$ cat config.mk
export PLATFORM = sky130hd
export DESIGN_NAME = pl_hazard_mem_ctrl_flat
export DESIGN_NICKNAME = d
export VERILOG_FILES = /design/src/rtl/pl_hazard_mem_ctrl_pkg.sv /design/src/rtl/pl_hazard_mem_ctrl_if.sv /design/src/rtl/pl_hazard_mem_ctrl_forward.sv /design/src/rtl/pl_hazard_mem_ctrl.sv /design/src/flat_wrapper.sv
export SDC_FILE = /design/constraint.sdc
export NUM_CORES = 1
export LEC_CHECK = 0
export BUFFER_PORTS_ARGS = -buffer_cell sky130_fd_sc_hd__buf_2
export CAP_MARGIN = 20
export CORE_MARGIN = 5
export CORE_UTILIZATION = 35
export CTS_BUF_LIST = sky130_fd_sc_hd__clkbuf_4 sky130_fd_sc_hd__clkbuf_8
export DETAILED_ROUTE_END_ITERATION = 8
export HOLD_SLACK_MARGIN = 0.03
export MAX_ROUTING_LAYER = met4
export PLACE_DENSITY = 0.64
export SYNTH_ARGS = -nofsm -noshare
export SYNTH_HDL_FRONTEND = slang
export SYNTH_SLANG_ARGS = --single-unit
$ cat constraint.sdc
create_clock -name clk -period 2.5 [get_ports clk]
set_input_delay 0.5 -clock clk [delete_from_list [all_inputs] [get_ports clk]]
set_output_delay 0.5 -clock clk [all_outputs]
set_load 0.1 [all_outputs]
$ cat src/rtl/pl_hazard_mem_ctrl_pkg.sv
// Shared types for the pipeline sequencer: FSM states, ResultSrc and forward-select encodings.
package pl_ctrl_pkg;

    typedef enum logic {
        IDLE = 1'b0,
        WAIT = 1'b1
    } state_e;

    typedef enum logic [1:0] {
        RES_ALU = 2'b00,
        RES_MEM = 2'b01,
        RES_PC4 = 2'b10
    } result_src_e;

    typedef enum logic [1:0] {
        FWD_RF  = 2'b00,
        FWD_WB  = 2'b01,
        FWD_MEM = 2'b10
    } fwd_e;

endpackage

$ cat src/rtl/pl_hazard_mem_ctrl_if.sv
// Data-memory request handshake between the pipeline sequencer and the data memory.
interface pl_hazard_mem_ctrl_if;
    logic dmem_req;
    logic dmem_ready;

    modport master (output dmem_req, input dmem_ready);
    modport slave  (input dmem_req, output dmem_ready);
endinterface

$ cat src/rtl/pl_hazard_mem_ctrl_forward.sv
// Forward-select for one Execute-stage source operand; Memory stage beats Writeback.
module pl_forward_unit
    import pl_ctrl_pkg::*;
(
    input  logic [4:0] RsE,
    input  logic [4:0] RdM,
    input  logic       RegWriteM,
    input  logic [4:0] RdW,
    input  logic       RegWriteW,
    output logic [1:0] Forward
);

    always_comb begin
        Forward = FWD_RF;
        if (RegWriteM && (RdM != 5'd0) && (RdM == RsE))
            Forward = FWD_MEM;
        else if (RegWriteW && (RdW != 5'd0) && (RdW == RsE))
            Forward = FWD_WB;
    end

endmodule

$ cat src/rtl/pl_hazard_mem_ctrl.sv
// Pipeline sequencer: hazard stalls/flushes, operand forwarding and the variable-latency
// data-memory handshake with timeout and stall-cycle counter.
module pl_hazard_mem_ctrl
    import pl_ctrl_pkg::*;
#(
    parameter int TIMEOUT = 255,
    parameter int CNT_W   = 16
) (
    input  logic        clk,
    input  logic        rst,
    input  logic [4:0]  Rs1D,
    input  logic [4:0]  Rs2D,
    input  logic [4:0]  Rs1E,
    input  logic [4:0]  Rs2E,
    input  logic [4:0]  RdE,
    input  logic [1:0]  ResultSrcE,
    input  logic        PCSrcE,
    input  logic [4:0]  RdM,
    input  logic        RegWriteM,
    input  logic [1:0]  ResultSrcM,
    input  logic        MemWriteM,
    input  logic [4:0]  RdW,
    input  logic        RegWriteW,
    pl_hazard_mem_ctrl_if.master dmem,
    output logic        StallF,
    output logic        StallD,
    output logic        StallE,
    output logic        StallM,
    output logic        FlushD,
    output logic        FlushE,
    output logic        FlushW,
    output logic [1:0]  ForwardAE,
    output logic [1:0]  ForwardBE,
    output logic        mem_timeout,
    output logic [31:0] stall_cycles
);

    localparam logic [CNT_W-1:0] TIMEOUT_C = CNT_W'(TIMEOUT);

    state_e           state;
    logic [CNT_W-1:0] wait_cnt;
    logic             memAccM;
    logic             timeoutHit;
    logic             reqRaw;
    logic             memStall;
    logic             lwStall;
    logic [1:0]       fwdA;
    logic [1:0]       fwdB;

    assign memAccM    = (ResultSrcM == RES_MEM) | MemWriteM;
    assign timeoutHit = (state == WAIT) & ~dmem.dmem_ready & (wait_cnt == TIMEOUT_C);
    assign reqRaw     = (state == IDLE) ? memAccM : ~timeoutHit;
    assign memStall   = ~rst & reqRaw & ~dmem.dmem_ready;
    assign lwStall    = (ResultSrcE == RES_MEM) & (RdE != 5'd0) & ((RdE == Rs1D) | (RdE == Rs2D));

    pl_forward_unit u_fwd_a (
        .RsE(Rs1E), .RdM(RdM), .RegWriteM(RegWriteM),
        .RdW(RdW), .RegWriteW(RegWriteW), .Forward(fwdA)
    );

    pl_forward_unit u_fwd_b (
        .RsE(Rs2E), .RdM(RdM), .RegWriteM(RegWriteM),
        .RdW(RdW), .RegWriteW(RegWriteW), .Forward(fwdB)
    );

    // A memory stall freezes everything up to EX/MEM and masks the branch/load-use
    // flushes; a pending PCSrcE flush is then applied on the release cycle.
    always_comb begin
        dmem.dmem_req = ~rst & reqRaw;
        StallF        = 1'b0;
        StallD        = 1'b0;
        StallE        = 1'b0;
        StallM        = 1'b0;
        FlushD        = 1'b0;
        FlushE        = 1'b0;
        FlushW        = 1'b0;
        ForwardAE     = FWD_RF;
        ForwardBE     = FWD_RF;
        if (!rst) begin
            ForwardAE = fwdA;
            ForwardBE = fwdB;
            if (memStall) begin
                StallF = 1'b1;
                StallD = 1'b1;
                StallE = 1'b1;
                StallM = 1'b1;
                FlushW = 1'b1;
            end else begin
                StallF = lwStall;
                StallD = lwStall;
                FlushE = lwStall | PCSrcE;
                FlushD = PCSrcE;
            end
        end
    end

    always_ff @(posedge clk) begin
        if (rst) begin
            state        <= IDLE;
            wait_cnt     <= '0;
            mem_timeout  <= 1'b0;
            stall_cycles <= '0;
        end else begin
            if (memStall && (stall_cycles != 32'hFFFF_FFFF))
                stall_cycles <= stall_cycles + 32'd1;
            case (state)
                IDLE: begin
                    if (memStall) begin
                        state    <= WAIT;
                        wait_cnt <= CNT_W'(1);
                    end
                end
                WAIT: begin
                    if (dmem.dmem_ready) begin
                        state    <= IDLE;
                        wait_cnt <= '0;
                    end else if (timeoutHit) begin
                        state       <= IDLE;
                        wait_cnt    <= '0;
                        mem_timeout <= 1'b1;
                    end else begin
                        wait_cnt <= wait_cnt + CNT_W'(1);
                    end
                end
                default: begin
                    state    <= IDLE;
                    wait_cnt <= '0;
                end
            endcase
        end
    end

endmodule
$ cat src/flat_wrapper.sv
// flat-port wrapper written by rule: the top's interface ports become plain ports
module pl_hazard_mem_ctrl_flat import pl_ctrl_pkg::*;
#(
    parameter int TIMEOUT = 255,
    parameter int CNT_W   = 16
)
  (clk, rst, Rs1D, Rs2D, Rs1E, Rs2E, RdE, ResultSrcE, PCSrcE, RdM, RegWriteM, ResultSrcM, MemWriteM, RdW, RegWriteW, StallF, StallD, StallE, StallM, FlushD, FlushE, FlushW, ForwardAE, ForwardBE, mem_timeout, stall_cycles, dmem_dmem_req, dmem_dmem_ready);
  pl_hazard_mem_ctrl_if dmem_i ();
  input  logic clk;
  input  logic rst;
  input  logic [4:0] Rs1D;
  input  logic [4:0] Rs2D;
  input  logic [4:0] Rs1E;
  input  logic [4:0] Rs2E;
  input  logic [4:0] RdE;
  input  logic [1:0] ResultSrcE;
  input  logic PCSrcE;
  input  logic [4:0] RdM;
  input  logic RegWriteM;
  input  logic [1:0] ResultSrcM;
  input  logic MemWriteM;
  input  logic [4:0] RdW;
  input  logic RegWriteW;
  output logic StallF;
  output logic StallD;
  output logic StallE;
  output logic StallM;
  output logic FlushD;
  output logic FlushE;
  output logic FlushW;
  output logic [1:0] ForwardAE;
  output logic [1:0] ForwardBE;
  output logic mem_timeout;
  output logic [31:0] stall_cycles;
  output wire logic [$bits(dmem_i.dmem_req)-1:0] dmem_dmem_req;
  input wire logic [$bits(dmem_i.dmem_ready)-1:0] dmem_dmem_ready;
  assign dmem_dmem_req = dmem_i.dmem_req;
  assign dmem_i.dmem_ready = dmem_dmem_ready;
  pl_hazard_mem_ctrl #(.TIMEOUT(TIMEOUT), .CNT_W(CNT_W)) u_core (.clk(clk), .rst(rst), .Rs1D(Rs1D), .Rs2D(Rs2D), .Rs1E(Rs1E), .Rs2E(Rs2E), .RdE(RdE), .ResultSrcE(ResultSrcE), .PCSrcE(PCSrcE), .RdM(RdM), .RegWriteM(RegWriteM), .ResultSrcM(ResultSrcM), .MemWriteM(MemWriteM), .RdW(RdW), .RegWriteW(RegWriteW), .dmem(dmem_i), .StallF(StallF), .StallD(StallD), .StallE(StallE), .StallM(StallM), .FlushD(FlushD), .FlushE(FlushE), .FlushW(FlushW), .ForwardAE(ForwardAE), .ForwardBE(ForwardBE), .mem_timeout(mem_timeout), .stall_cycles(stall_cycles));
endmodule
# Yosys cells after proc, flatten, opt, wreduce, memory -nomap -nowiden
# Index checks and enable logic that the tools add are counted.
[totals] ff_bits=50 inputBits=46 output_inout_bits=45 wordCells=63
[classes] addsub=2 n_eq_ne=11 n_mux=22 n_bitwise=13 n_reduce_logical=11
[op_table] operator="$mux W16" n=3
[op_table] operator="$add A32 B1 Y32 const B" n=1
[op_table] operator="$ne A32 B32 Y1 const B" n=1
[op_table] operator="$pmux W16 S2" n=1
[op_table] operator="$eq A5 B5 Y1" n=6
[op_table] operator="$add A16 B1 Y16 const B" n=1
[op_table] operator="$eq A16 B8 Y1 const B" n=1
[op_table] operator="$reduce_bool A5 Y1" n=3
[op_table] operator="$mux W1" n=13
[op_table] operator="$mux W2" n=4
[op_table] operator="$logic_and A1 B1 Y1" n=7
[op_table] operator="$and A1 B1 Y1" n=6
[op_table] operator="$eq A2 B1 Y1 const B" n=2
[op_table] operator="$not A1 Y1" n=4
[op_table] operator="$or A1 B1 Y1" n=3
[op_table] operator="$reduce_and A3 Y1" n=1
[op_table] operator="$ne A2 B1 Y1 const B" n=1
[op_table] operator="$pmux W1 S2" n=1

# Depth between registers and ports, before layout
[logic_depth] word_depth=9 ltp_mapped=9 ltp_nobuf=8

# Cells and area by module
# From an unflattened synthesis, not the netlist that was laid out.
[unflattened] hier_cells=383 hier_area_um2=3271.9
[by_module_without_submodules] module="pl_hazard_mem_ctrl" instances=1 cells_per_inst=343 area_per_inst_um2=2969.1 seq_area_each_um2=1001.0
[by_module_without_submodules] module="pl_forward_unit" instances=2 cells_per_inst=20 area_per_inst_um2=151.4 seq_area_each_um2=0.0

# Worst setup path after synthesis
# OpenSTA, ideal clock, no wires.
[synth_timing] kind="input to output" from="input RdM[0]" to="output ForwardAE[0]" t_arrival_ns=4.356 required_time_ns=2.000 slack_ns=-2.356 stages=4 n_path_buf=0 cell_sequence="or4_1 o21ai_0 nor3_1 nor4_1"
[synth_via] elab_chain_cells=5 elab_cells_between_ends=6 cone_classes="1 x eq/ne; 2 x mux; 3 x reduce/logical"
[synth_lines] element="from (decl)" line="flat_wrapper.sv:18" text="input logic [4:0] RdM;"
[synth_lines] element="$reduce_bool A5 Y1" line="pl_hazard_mem_ctrl_forward.sv:15" text="if (RegWriteM && (RdM != 5'd0) && (RdM == RsE))"
[synth_lines] element="$logic_and A1 B1 Y1" line="pl_hazard_mem_ctrl_forward.sv:15"
[synth_lines] element="$logic_and A1 B1 Y1 (*)" line="pl_hazard_mem_ctrl_forward.sv:15"
[synth_lines] element="$mux W2 (*)" line="pl_hazard_mem_ctrl_forward.sv:15"
[synth_lines] element="$mux W2 (*)" line="pl_hazard_mem_ctrl.sv:79" text="if (!rst) begin"
[synth_lines] element="to (decl)" line="flat_wrapper.sv:31" text="output logic [1:0] ForwardAE;"
# Every way passes the cells marked *; elsewhere a longest branch is shown, timed or not.

# Final worst setup path
[layout_timing] from="register u_core.wait_cnt[0]" to="output FlushD"
[layout_via] elab_chain_cells=8
[layout_lines] element="from (decl)" line="pl_hazard_mem_ctrl.sv:41" text="logic [CNT_W-1:0] wait_cnt;"
[layout_lines] element="from (signal assigned)" line="pl_hazard_mem_ctrl.sv:122" text="wait_cnt <= wait_cnt + CNT_W'(1);"
[layout_lines] element="$eq A16 B8 Y1" line="pl_hazard_mem_ctrl.sv:51" text="assign timeoutHit = (state == WAIT) & ~dmem.dmem_ready & (wait_cnt == TIMEOUT_C);"
[layout_lines] element="$and A1 B1 Y1" line="pl_hazard_mem_ctrl.sv:51"
[layout_lines] element="$not A1 Y1" line="pl_hazard_mem_ctrl.sv:52" text="assign reqRaw = (state == IDLE) ? memAccM : ~timeoutHit;"
[layout_lines] element="$mux W1" line="pl_hazard_mem_ctrl.sv:52"
[layout_lines] element="$and A1 B1 Y1 (2 in series)" line="pl_hazard_mem_ctrl.sv:53" text="assign memStall = ~rst & reqRaw & ~dmem.dmem_ready;"
[layout_lines] element="$mux W1" line="pl_hazard_mem_ctrl.sv:82" text="if (memStall) begin"
[layout_lines] element="$mux W1" line="pl_hazard_mem_ctrl.sv:79"
[layout_lines] element="to (decl)" line="flat_wrapper.sv:28" text="output logic FlushD;"
# Every way passes these cells.

==> impl_metrics.csv <==
group,metric,value,unit
setup_path,worstSetupStartpointType,"flop",
run,cap_violations,0,
status,violations,"negative setup slack",
power_and_ir_drop,pwr-share-comb,19.2,%
cts,clkSinkCount,50,
route,ant_nets,0,
synthesis,yosys.area_share.simple,35.60,%
global_routing,grt_start_max_net_pins,44,
cts,clkTransAtPathRegs,0.09,ns
sta,relSlewSlack,66.44,%
power_and_ir_drop,p_int,1.146,mW
sta,layout_setup_ws,-0.01235,ns
synthesis,syn_inst,373,
synthesis,synth_seq_cells,50,
power_and_ir_drop,p_leak,1.569,nW
synthesis,synthMuxAreaShare,2.175,%
cts,clk_latency,0.31,ns
synthesis,yosys_most_used_dff,"dfxtp_1",
sta,rsz0062_at_grt,"true",
synthesis,syn-num-nets,421,
cts,holdBufCountCts,0,
global_routing,antenna_found_initial,0,
synthesis,avgSynthCellArea,8.329,µm²
sta,maxSlewViolCount,0,
cts,cts_max_level,2,
finish,drive_above_1_share,37.37,%
setup_path,critPathMaxFanout,5,
hold_path,hp-class,"reg2reg",
route,drt-total-wl,8395,µm
synthesis,yosys_warnings,0,
synthesis,seq_area_frac_synth,32.22,%
setup_path,crit_type,"reg2out",
power_and_ir_drop,vdd_drop_max,223.0,µV
cts,cts_tree,"yes",
route,firstDrtPassIters,4,
synthesis,syn_area,0.003107,mm²
finish,fill_cells,864,
floorplan,core,0.008678,mm²
floorplan,rows,34,
status,status,"finished with violations",
sta,worst_pin_slew,0.5069,ns
power_and_ir_drop,swShare,29.71,%
setup_path,cp_data_required_time,2.00,ns
synthesis,synth_compound_area_share,10.31,%
power_and_ir_drop,p_switching,484.6,µW
synthesis,synth_edf_count,0,
synthesis,synth_cell_type_count,54,
route,vias,3075,
finish,nets,526,
sta,min_period_over_period,100.5,%
setup_path,crit_arrival,2.01,ns
cts,cts_buffers,5,
synthesis,ys_async_sr_fraction,0,%
synthesis,synth_top_area_share,32.22,%
synthesis,synth-xor-area-share,15.22,%
floorplan,pin_count,91,
synthesis,yosys-top-cells-area,"dfxtp_1, xnor2_1, nor2_1, xor2_1, nand3_1",
synthesis,synth_top_family_by_area,"simple AND/OR/NAND/NOR gates",
route,drcViolationCount,0,
power_and_ir_drop,p_clk_share,31.5,%
global_routing,grt_pass1_vias,2916,
placement,hpwl,6456,µm
placement,portBuffers,90,
sta,final-hold-violation-count,0,
sta,finClkSkew,0.01015,ns
global_routing,grt_pass1_wl,13870,µm
synthesis,synth_fa_ha_area_share,0.8055,%
sta,holdWs,0.4843,ns
floorplan,start_util,35.80,%
synthesis,yosys.area.top_type,"dfxtp_1",
power_and_ir_drop,p_seq_share,49.3,%
floorplan,die_h,104.2,µm
power_and_ir_drop,power_density,385.3,mW/mm²
route,wl_per_cell,14.30,µm
placement,pre_cts_slack,0.04657,ns
cts,cts_root_buf,"clkbuf_8",
global_routing,grt-ovfl-total,0,
sta,setup_viol,1,
placement,gp_congestion,0.8555,
sta,min_period,2.512,ns
floorplan,die_area,0.01086,mm²
route,viasPerCell,5.239,
setup_path,end_kind,"output pin",
global_routing,grt_usage,15.30,%
sta,fmax,398.0,MHz
route,drt_iter0_markers,110,
finish,n_antenna_cell,0,
floorplan,die_w,104.2,µm
cts,clockBufferDepth,2,
finish,area_delta_synth_final,36.25,%
==> path summary, 6_finish.rpt <==
check / from / endpoint / slack (ns) / cells after the start
worst min-delay path: u_core.mem_timeout$_SDFFE_PP0P_ / u_core.mem_timeout$_SDFFE_PP0P_ / 0.48 / 2
worst max register to register: u_core.wait_cnt[0]$_SDFFE_PP0P_ / u_core.stall_cycles[19]$_SDFFE_PP0P_ / 0.21 / 10
worst min register to register: u_core.mem_timeout$_SDFFE_PP0P_ / u_core.mem_timeout$_SDFFE_PP0P_ / 0.48 / 2
worst max-delay path: u_core.wait_cnt[0]$_SDFFE_PP0P_ / FlushD / -0.01 / 7
==> layout by cell type (no fill, tap or decap), types with 5 or more instances in the layout <==
cell type  instances
a311oi_1           6
a31oi_1            5
buf_4             26
buf_12            11
nand2b_1           5
nor3_1            15
a21oi_1           12
dfxtp_1           33
dfxtp_2           15
nand3_1           21
xor2_1            15
nand2_1           26
o21ai_0           10
nand4_1            9
nor4_1             6
nor2_1            55
buf_2             78
xnor2_1           39
nor4_4             5
clkbuf_8           6
==> per-stage QoR <==
step | instance area (µm²) | util, % | power, mW | setup TNS (ns) | cells
finish | 4233 | 48.77 | 1.631 | -0.01235 | 587
global route | 4233 | 48.77 | 1.706 | -0.4091 | 587
CTS | 4208 | 48.49 | 1.652 | -0.05399 | 584
detailed placement | 4054 | 46.71 | 1.136 | 0 | 571
global placement | 4054 | 46.71 | 1.132 | 0 | 571
floorplan | 3287 | - | 1.019 | -4.794 | 373
==> Yosys cell counts (2+ instances only) <==
master / number
a211oi_1: 4
a21oi_1: 13
a311oi_1: 6
a31oi_1: 5
and3_1: 4
and4_1: 4
buf_2: 4
buf_4: 6
clkbuf_1: 6
dfxtp_1: 50
ha_1: 2
inv_1: 4
mux2_1: 2
mux2i_1: 3
nand2_1: 26
nand2b_1: 5
nand3_1: 21
nand4_1: 9
nand4_2: 2
nor2_1: 56
nor2b_1: 5
nor3_1: 17
nor3_2: 2
nor3b_1: 4
nor3b_2: 2
nor4_1: 10
nor4_2: 3
nor4b_2: 3
o2111ai_1: 2
o21ai_0: 11
or3_1: 3
or4_1: 5
xnor2_1: 39
xor2_1: 15
==> registers in the layout (all words and copies together) (netlist names) <==
signal,cells
u_core.mem_timeout,1
u_core.stall_cycles,32
u_core.wait_cnt,16
u_core.state,1
==> repair_timing <==
item,CTS,global route
setup endpoints to repair,8,8
buffers inserted,5,3
gates cloned,0,0
pin swaps,7,1
resized for setup,7,2
==> kinds of logic (layout without fill, tap and decap cells) <==
kind of cell,Yosys count,in the layout
adders and majority gates,2,2
DFF,50,50
buffers and inverters,21,127
and+or+nand+nor,192,192
muxes,6,6
AOI/OAI and AO/OA,48,48
xor gates and xnor gates,54,54
==> cell type report <==
type | instances | area (µm²) | share of cell area [%]
clock buffers | 6 | 82.58 | 1.951
clock inverters | 2 | 16.27 | 0.3843
multi-input cells | 302 | 2147 | 50.72
flip-flops and latches | 50 | 1027 | 24.27
inverters | 4 | 18.77 | 0.4434
well taps | 108 | 135.1 | 3.192
repair buffers | 115 | 805.8 | 19.04
==> power by group through the flow <==
stage	combinational, mW	clock (mW)	sequential, mW
floorplan	0.182	0	0.837
global placement	0.306	0	0.826
detailed placement	0.310	0	0.826
CTS	0.315	0.532	0.805
global route	0.333	0.567	0.806
finish	0.313	0.514	0.805
==> critical path, cell delays in order, from the launching register on <==
cell        delay (ns)
dfxtp_4           0.37
ha_4              0.13
and3_4            0.19
nand4_1           0.14
o21ai_2           0.22
clkinvlp_4        0.21
nor3b_4           0.25
buf_12            0.20
==> routing by layer <==
metal / wire [µm] / part of all wire [%] / up-vias / global-route usage [%]
li1: - / - / 1545 / -
met4: 136 / 1.6 / 0 / 4.255
met1: 3732 / 44 / 1446 / 19.06
met5: 0 / 0 / - / -
met3: 398 / 4.7 / 15 / 3.538
met2: 4127 / 49 / 69 / 24.86
No activity file was read; power rests on OpenSTA's default activity.
